[src/rtl/score_board.sv]
// score_board: apple score, play time, session high score, display words.
// Ports: clk/rst_n, add_cube, game_status in; score, high_score, play_time, new_record, data, point out.
module score_board #(
  parameter int CLK_FREQ = 50_000_000,
  parameter int DISP_SEC = 2
) (
  input  logic        clk,
  input  logic        rst_n,
  input  logic        add_cube,
  input  logic [1:0]  game_status,
  output logic [7:0]  score,
  output logic [7:0]  high_score,
  output logic [9:0]  play_time,
  output logic        new_record,
  output logic [19:0] data,
  output logic [5:0]  point
);

  localparam int PW = (CLK_FREQ > 1) ? $clog2(CLK_FREQ) : 1;
  localparam int DW = (DISP_SEC > 1) ? $clog2(DISP_SEC) : 1;
  localparam logic [PW-1:0] PMAX = PW'(CLK_FREQ - 1);
  localparam logic [DW-1:0] DMAX = DW'(DISP_SEC - 1);
  localparam logic [9:0] TMAX = 10'd999;
  localparam logic [7:0] SMAX = 8'd255;

  typedef enum logic [1:0] {
    IDLE = 2'd0,
    PLAY = 2'd1,
    OVER = 2'd2
  } state_e;

  state_e        state_q, state_d;
  logic [PW-1:0] pcnt_q, pcnt_d;
  logic [DW-1:0] dsec_q, dsec_d;
  logic          show_q, show_d;
  logic [7:0]    score_q, score_d;
  logic [7:0]    hs_q, hs_d;
  logic [9:0]    pt_q, pt_d;
  logic          nr_q, nr_d;
  logic [19:0]   data_q, data_d;
  logic [5:0]    point_q, point_d;

  logic          entry;
  logic          to_play;
  logic          play_end;
  logic          stay_play;
  logic          stay_over;
  logic          sec_tick;
  logic [19:0]   t20;
  logic [19:0]   t_x1000;

  // Game core owns the mode; we just follow it.
  always_comb begin
    state_d = OVER;
    unique case (1'b1)
      (game_status == 2'b01): state_d = IDLE;
      (game_status == 2'b10): state_d = PLAY;
      default:                state_d = OVER;
    endcase
  end

  assign entry     = (state_d != state_q);
  assign to_play   = entry && (state_d == PLAY);
  assign play_end  = (state_q == PLAY) && (state_d == OVER);
  // Staying in PLAY implies game_status is still 2'b10.
  assign stay_play = !entry && (state_q == PLAY);
  assign stay_over = !entry && (state_q == OVER);
  assign sec_tick  = (pcnt_q == PMAX);

  // One-second prescaler; restarts on every mode change.
  always_comb begin
    pcnt_d = pcnt_q;
    if (entry || state_q == IDLE) begin
      pcnt_d = '0;
    end else if (sec_tick) begin
      pcnt_d = '0;
    end else begin
      pcnt_d = pcnt_q + PW'(1);
    end
  end

  always_comb begin
    score_d = score_q;
    if (to_play) begin
      score_d = '0;
    end else if (stay_play && add_cube) begin
      if (score_q != SMAX) begin
        score_d = score_q + 8'd1;
      end
    end
  end

  always_comb begin
    pt_d = pt_q;
    if (to_play) begin
      pt_d = '0;
    end else if (stay_play && sec_tick) begin
      if (pt_q != TMAX) begin
        pt_d = pt_q + 10'd1;
      end
    end
  end

  // Record check uses the score held on the exit cycle.
  always_comb begin
    hs_d = hs_q;
    nr_d = nr_q;
    if (to_play) begin
      nr_d = 1'b0;
    end else if (play_end && (score_q > hs_q)) begin
      hs_d = score_q;
      nr_d = 1'b1;
    end
  end

  // Alternates score / high score in OVER every DISP_SEC seconds.
  always_comb begin
    dsec_d = dsec_q;
    show_d = show_q;
    if (entry) begin
      dsec_d = '0;
      show_d = 1'b0;
    end else if (stay_over && sec_tick) begin
      if (dsec_q == DMAX) begin
        dsec_d = '0;
        show_d = !show_q;
      end else begin
        dsec_d = dsec_q + DW'(1);
      end
    end
  end

  // t*1000 = t*1024 - t*16 - t*8
  assign t20     = {10'd0, pt_q};
  assign t_x1000 = (t20 << 10) - (t20 << 4) - (t20 << 3);

  always_comb begin
    data_d  = '0;
    point_d = '0;
    unique case (state_q)
      IDLE: begin
        data_d  = {12'd0, hs_q};
        point_d = 6'b000000;
      end
      PLAY: begin
        data_d  = t_x1000 + {12'd0, score_q};
        point_d = 6'b001000;
      end
      OVER: begin
        data_d  = show_q ? {12'd0, hs_q}
                         : {12'd0, score_q};
        point_d = show_q ? 6'b000001
                         : 6'b000000;
      end
      default: begin
        data_d  = '0;
        point_d = '0;
      end
    endcase
  end

  always_ff @(posedge clk) begin
    if (!rst_n) begin
      state_q <= IDLE;
      pcnt_q  <= '0;
      dsec_q  <= '0;
      show_q  <= 1'b0;
      score_q <= '0;
      hs_q    <= '0;
      pt_q    <= '0;
      nr_q    <= 1'b0;
      data_q  <= '0;
      point_q <= '0;
    end else begin
      state_q <= state_d;
      pcnt_q  <= pcnt_d;
      dsec_q  <= dsec_d;
      show_q  <= show_d;
      score_q <= score_d;
      hs_q    <= hs_d;
      pt_q    <= pt_d;
      nr_q    <= nr_d;
      data_q  <= data_d;
      point_q <= point_d;
    end
  end

  assign score      = score_q;
  assign high_score = hs_q;
  assign play_time  = pt_q;
  assign new_record = nr_q;
  assign data       = data_q;
  assign point      = point_q;

endmodule
[config.mk]
export PLATFORM = sky130hd
export DESIGN_NAME = score_board
export DESIGN_NICKNAME = d
export VERILOG_FILES = /design/src/rtl/score_board.sv
export SDC_FILE = /design/constraint.sdc
export NUM_CORES = 1
export LEC_CHECK = 0
export ABC_AREA = 0
export BUFFER_PORTS_ARGS = -buffer_cell sky130_fd_sc_hd__buf_2
export CORE_AREA = 2 2 120 122
export CTS_CLUSTER_SIZE = 30
export DETAILED_ROUTE_END_ITERATION = 8
export DIE_AREA = 0 0 122 124
export PLACE_DENSITY = 0.64
export SYNTH_ARGS = -nofsm -noshare
export SYNTH_HDL_FRONTEND = slang
export SYNTH_SLANG_ARGS = --single-unit
export TNS_END_PERCENT = 5
[constraint.sdc]
create_clock -name clk -period 3.7 [get_ports clk]
set_input_delay 0.37 -clock clk [delete_from_list [all_inputs] [get_ports clk]]
set_output_delay 0.37 -clock clk [all_outputs]
set_load 0.1 [all_outputs]
==> reports/metrics.csv, run 1 <==
stage,metric,value,unit
outcome,status,"finished, final reports clean",
die,core-area,13700,µm²
synth,synthCells,548,
detailed_routing,ant_nets,0,
die,core.rowCount,43,
power_and_ir_drop,ir_drop,0.237,mV
grt,grt_pass1_wl,17.9,mm
synth,synth_area,4750,µm²
synth,synth_ff_type,dfxtp_1,
detailed_routing,drtIter0Drc,167,
worst_setup_path,cp_data_required_time,3.98,ns
placement,post-place-ws,0.827,ns
final_layout,layout-drive-gt1-share,14.9,%
sta,tightest_slew,1.17,ns
clocking,cts-root-buf,clkbuf_16,
clocking,insertion_delay,0.35,ns
die,die_y,124,µm
detailed_routing,drc,0,
synth,synthSimpleGateAreaFrac,22.6,%
die,start_util,34.6,%
synth,synth_xor_area_share,7.74,%
sta,fin_skew,0.00648,ns
clocking,cts_buffers,9,
final_layout,final_common_cell,dfxtp_1,
final_layout,regArea,1580,µm²
sta,finalHoldViolations,0,
clocking,cts_tree,built,
detailed_routing,routedWlPerCell,13.8,µm
synth,synthAdderAreaFrac,15.1,%
worst_setup_path,setup.worst_path.class,reg2reg,
synth,async_flop_share,0,%
synth,ys_ff_latch,79,
synth,synth_compound_area_share,13.2,%
worst_setup_path,start_kind,flip-flop,
grt,antenna_found_initial,0,
run,maxCapViolCount,0,
sta,setup_violations,0,
synth,synthMuxAreaShare,2.76,%
power_and_ir_drop,power.density,345,nW/µm²
clocking,clock_sinks,79,
clocking,clkTransAtPathRegs,0.06,ns
detailed_routing,num_vias,3888,
sta,drv_slew,0,
placement,place.detailed.hpwl,8.13,mm
worst_setup_path,endpoint_kind,flip-flop,
synth,yosysWarnings,0,
grt,grt_pass1_vias,3797,
worst_setup_path,cp_max_fo,9,
final_layout,syn_to_final_growth,15.4,%
sta,fin_setup_tns,0,ns
power_and_ir_drop,leakage,2.30,nW
final_layout,diodes,0,
sta,fin_ws,0.798,ns
worst_setup_path,cp_data_arrival_time,3.18,ns
sta,relSlewSlack,22.3,%
sta,fmaxAchievable,345,MHz
synth,synth_edf_count,0,
hold_path,min_path_type,in2reg,
synth,synth_cell_types,62,
placement,io_buffers,53,
clocking,cts_buffer_depth,2,
synth,ys_seq_area_share,33.3,%
sta,fin_crit_sh,78.4,%
grt,track_usage,15.1,%
die,ioPinCount,58,
detailed_routing,routed_via_density,4.97,
synth,synth_top_family_by_area,simple AND/OR/NAND/NOR gates,
clocking,cts_resized,0,
grt,grt_max_degree,27,
clocking,postCtsHoldBufs,0,
power_and_ir_drop,p_total,1.89,mW
final_layout,final_cell_mix,"79 x dfxtp_1, 70 x nor2_1, 53 x buf_2",
final_layout,multi_input_area,2930,µm²
final_layout,fin_nets,656,
sta,rsz0062_at_grt,false,
detailed_routing,routed_wl,10.8,mm
final_layout,fill_cells,1364,
detailed_routing,firstDrtPassIters,4,
die,die_x,122,µm
synth,avgSynthCellArea,8.67,µm²
die,die_area,15100,µm²
clocking,htreeDepth,3,
sta,period_minus_slack,2.90,ns
clocking,post-cts-setup-buffers,0,
grt,globalRouteOverflowTotal,0,
placement,gp_congestion,0.856,
-- kinds of logic (layout without fill, tap and decap cells) --
| family | Yosys count | count (layout) |
|---|---|---|
| AND/OR/NAND/NOR | 213 | 213 |
| AO/OA/AOI/OAI | 89 | 89 |
| flip-flops | 79 | 79 |
| buffers and inverters | 58 | 110 |
| adder cells (fa/ha/maj) | 53 | 53 |
| XOR/XNOR | 42 | 42 |
| multiplexers | 13 | 13 |
| other | 1 | 4 |
-- sequential cells by signal (all words and copies together), names as in the netlist --
name	cells
data	20
new_record	1
high_score	8
show_q	1
dsec_q	1
point	2
pcnt_q	26
play_time	10
state_q	2
score	8
-- per-layer routing --
metal	part of all wire (%)	up-vias	global-route usage, %
met5	0	-	0
met4	1.7	0	5.53
met3	4.8	18	4.67
met2	49	71	26.1
met1	45	1835	17.6
li1	-	1964	-
-- report_power, final --
part	switching (mW)	leakage, nW	total [mW]	internal [mW]
Clock	0.372	0.157	0.968	0.596
Sequential	0.00474	0.637	0.858	0.853
Combinational	0.0552	1.51	0.0674	0.0122
Total	0.432	2.30	1.89	1.46
-- synth_stat cells (3+ instances only) --
| master | count | area, µm² |
|---|---|---|
| mux2i_1 | 12 | 120 |
| nand3_2 | 3 | 30.0 |
| a21oi_1 | 29 | 145 |
| inv_1 | 37 | 139 |
| nor4_1 | 4 | 25.0 |
| buf_4 | 5 | 37.5 |
| fa_1 | 7 | 140 |
| xnor2_1 | 16 | 140 |
| dfxtp_1 | 79 | 1580 |
| o211ai_1 | 3 | 22.5 |
| clkbuf_1 | 7 | 26.3 |
| o21ai_0 | 15 | 75.1 |
| and3_1 | 4 | 25.0 |
| nor3_1 | 9 | 45.0 |
| a21o_1 | 7 | 52.6 |
| nand2_1 | 52 | 195 |
| or3_1 | 6 | 37.5 |
| o21a_1 | 5 | 37.5 |
| o211a_1 | 3 | 30.0 |
| ha_1 | 46 | 576 |
| nor2b_1 | 8 | 50.1 |
| nand2b_1 | 5 | 31.3 |
| and2_1 | 6 | 37.5 |
| xor2_1 | 26 | 228 |
| nand4_1 | 11 | 68.8 |
| buf_2 | 6 | 30.0 |
| nor2_1 | 70 | 263 |
| nand3_1 | 17 | 85.1 |
| and4_1 | 5 | 43.8 |
-- per-stage QoR --
stage                     instance area, µm²  instances  hold slack (ns)  util, %
after global routing                    5480        783            0.362     40.0
after floorplan                         4760        551            0.437        -
final                                   5480        783            0.359     40.0
after detailed placement                5160        767            0.464     37.6
after CTS                               5480        783            0.349     40.0
after global placement                  5160        767            0.453     37.6
-- area by class of cell --
| class | instances | share of cell area (%) |
|---|---|---|
| multi-input cells | 414 | 53.4 |
| flip-flops and latches | 79 | 28.8 |
| repair buffers | 55 | 5.11 |
| clock buffers | 10 | 4.18 |
| well taps | 180 | 4.11 |
| inverters | 39 | 2.67 |
| clock inverters | 6 | 1.67 |
-- worst max-delay path, stage by stage (launching register included) --
cell     delay, ns
dfxtp_1       0.55
inv_1         0.15
fa_1          0.46
ha_1          0.37
a21o_1        0.23
or3_1         0.37
a31o_2        0.26
a41oi_1       0.22
mux2i_1       0.22
-- path summary, 6_finish.rpt --
| kind | depth (start not counted) | slack [ns] | end | from |
|---|---|---|---|---|
| max | 8 | 0.80 | data[17] | play_time[9] |
| min | 3 | 0.36 | score[6] | add_cube |
| max reg2reg | 8 | 0.80 | data[17] | play_time[9] |
| min reg2reg | 2 | 0.48 | high_score[6] | high_score[6] |
(Power assumes the default switching activity.)
==> inputs of run 2 (changes only) <==
==> constraint.sdc (replaced) <==
create_clock -name clk -period 2.85 [get_ports clk]
set_input_delay 0.285 -clock clk [delete_from_list [all_inputs] [get_ports clk]]
set_output_delay 0.285 -clock clk [all_outputs]
set_load 0.1 [all_outputs]
==> run 2 against run 1 <==
Compared with the run above: critical path depth up 1; hold slack worse by 0.091 ns; first-iteration DRC count rose by 4.8%; via count rose by 4.3%; sequential share of layout area is 0.21 points lower; sequential power is 28% higher; critical endpoint is now data[15]; total power rose by 29%; critical path type unchanged; final cell count rose by 1.8%.
==> reports/metrics.csv, run 2 (same netlist as run 1, synthesis figures left out) <==
stage,metric,value,unit
worst_setup_path,start_kind,flip-flop,
detailed_routing,routed_wl,11.4,mm
run,maxCapViolCount,0,
die,core-area,13700,µm²
placement,place.detailed.hpwl,8.52,mm
grt,globalRouteOverflowTotal,0,
power_and_ir_drop,pwr-share-comb,4.0,%
sta,fin_skew,0.00818,ns
sta,fmaxAchievable,367,MHz
sta,relSlewSlack,27.2,%
placement,gp_congestion,0.869,
grt,track_usage,15.8,%
final_layout,utilization,41.2,%
worst_setup_path,setup.worst_path.class,reg2reg,
grt,antenna_found_initial,0,
sta,finalHoldViolations,0,
power_and_ir_drop,power.share.switching,22.2,%
sta,fin_crit_sh,95.7,%
final_layout,final_cell_mix,"70 x nor2_1, 64 x dfxtp_1, 53 x buf_2",
placement,place_area,5270,µm²
power_and_ir_drop,p_total,2.44,mW
detailed_routing,ant_nets,0,
detailed_routing,routed_via_density,5.09,
power_and_ir_drop,ir_drop,0.278,mV
detailed_routing,num_vias,4054,
power_and_ir_drop,seq_power_share,45.2,%
power_and_ir_drop,p_clk_share,50.8,%
sta,setup_violations,0,
sta,period_minus_slack,2.73,ns
die,start_util,34.6,%
clocking,cts_tree,built,
sta,drv_slew,0,
placement,place_inst,777,
grt,grt_pass1_wl,18.8,mm
sta,fin_setup_tns,0,ns
detailed_routing,firstDrtPassIters,7,
detailed_routing,routedWlPerCell,14.3,µm
final_layout,largest_reg_flops,26,
detailed_routing,drc,0,
power_and_ir_drop,power.density,432,nW/µm²
clocking,clock_sinks,79,
final_layout,diodes,0,
die,die_area,15100,µm²
clocking,cts-root-buf,clkbuf_16,
worst_setup_path,cp_max_fo,6,
detailed_routing,drtIter0Drc,175,
clocking,insertion_delay,0.34,ns
sta,tightest_slew,1.09,ns
worst_setup_path,endpoint_kind,flip-flop,
final_layout,layout-drive-gt1-share,19.9,%
final_layout,final_common_cell,nor2_1,
clocking,clkTransAtPathRegs,0.06,ns
die,die_x,122,µm
final_layout,syn_to_final_growth,18.9,%
worst_setup_path,cp_data_arrival_time,3.00,ns
hold_path,min_path_type,in2reg,
die,die_y,124,µm
placement,io_buffers,53,
clocking,cts_buffer_depth,2,
die,ioPinCount,58,
grt,grt_pass1_vias,4011,
power_and_ir_drop,internal_power,1.90,mW
clocking,htreeDepth,3,
die,core.rowCount,43,
power_and_ir_drop,leakage,2.38,nW
final_layout,regMostFlops,pcnt_q,
worst_setup_path,cp_data_required_time,3.12,ns
grt,grt_max_degree,27,
clocking,cts_buffers,9,
power_and_ir_drop,p_sw,0.542,mW
final_layout,fin_nets,670,
outcome,status,"finished, final reports clean",
final_layout,fill_cells,1387,
final_layout,final_cell_area,5650,µm²
final_layout,final_cells,797,
## run 2: changes by cell type in the layout (fill, tap and decap cells not counted), moves of 3 or more
cell     previous run  this run
dfxtp_1            79        64
buf_4               2        16
dfxtp_2             0         8
dfxtp_4             0         7
o21ai_0            15        12
o21ai_1             0         3
## run 2: metal layers
metal / track usage, % / wire [µm] / up-vias
met1: 18.5 / 4970 / 1942
met4: 7.90 / 289 / 0
li1: - / - / 1995
met3: 3.16 / 491 / 24
met5: 0 / 0 / -
met2: 27.4 / 5640 / 93
## run 2: critical path: stages (launching register included)
cell and delay (ns):
dfxtp_4 0.38, inv_1 0.10, fa_1 0.52, inv_1 0.06, ha_1 0.31, mux2_2 0.27
o32a_1 0.34, a32o_1 0.27, o21ai_1 0.16, mux2i_1 0.22
## run 2: path summary, 6_finish.rpt
kind	from	slack (ns)	depth (start not counted)	to
setup reg to reg	play_time[1]	0.12	9	data[15]
setup / recovery	play_time[1]	0.12	9	data[15]
hold reg to reg	high_score[7]	0.48	2	high_score[7]
hold / removal	add_cube	0.27	3	score[6]
## run 2: final cells by class
| class | count | area (µm²) | share of cell area [%] |
|---|---|---|---|
| well taps | 180 | 225 | 3.98 |
| repair buffers | 69 | 385 | 6.82 |
| clock buffers | 14 | 285 | 5.05 |
| flip-flops and latches | 79 | 1620 | 28.6 |
| clock inverters | 2 | 35.0 | 0.620 |
| multi-input cells | 414 | 2950 | 52.2 |
| inverters | 39 | 154 | 2.72 |
## run 2: power groups by stage
stage / clock network, mW / logic (mW) / registers, mW
floorplan: 0 / 0.0780 / 1.13
global placement: 0 / 0.0957 / 1.13
detailed placement: 0 / 0.0968 / 1.13
CTS: 1.27 / 0.0970 / 1.11
global route: 1.31 / 0.104 / 1.10
finish: 1.24 / 0.0970 / 1.10
## run 2: per-stage QoR
step           setup WS [ns]  hold slack [ns]
3_3_place_gp           0.195            0.456
6_report               0.122            0.268
4_1_cts               0.0581            0.258
5_1_grt             -0.00199            0.291
3_5_place_dp          0.0829            0.467
2_1_floorplan        -0.0337            0.437
## run 2: timing repair
item / in CTS / in global routing
buffers inserted: 0 / 4
gates resized for setup: 0 / 9
hold buffers: 0 / 0
hold endpoints to repair: 0 / 0
setup endpoints to repair: 0 / 4
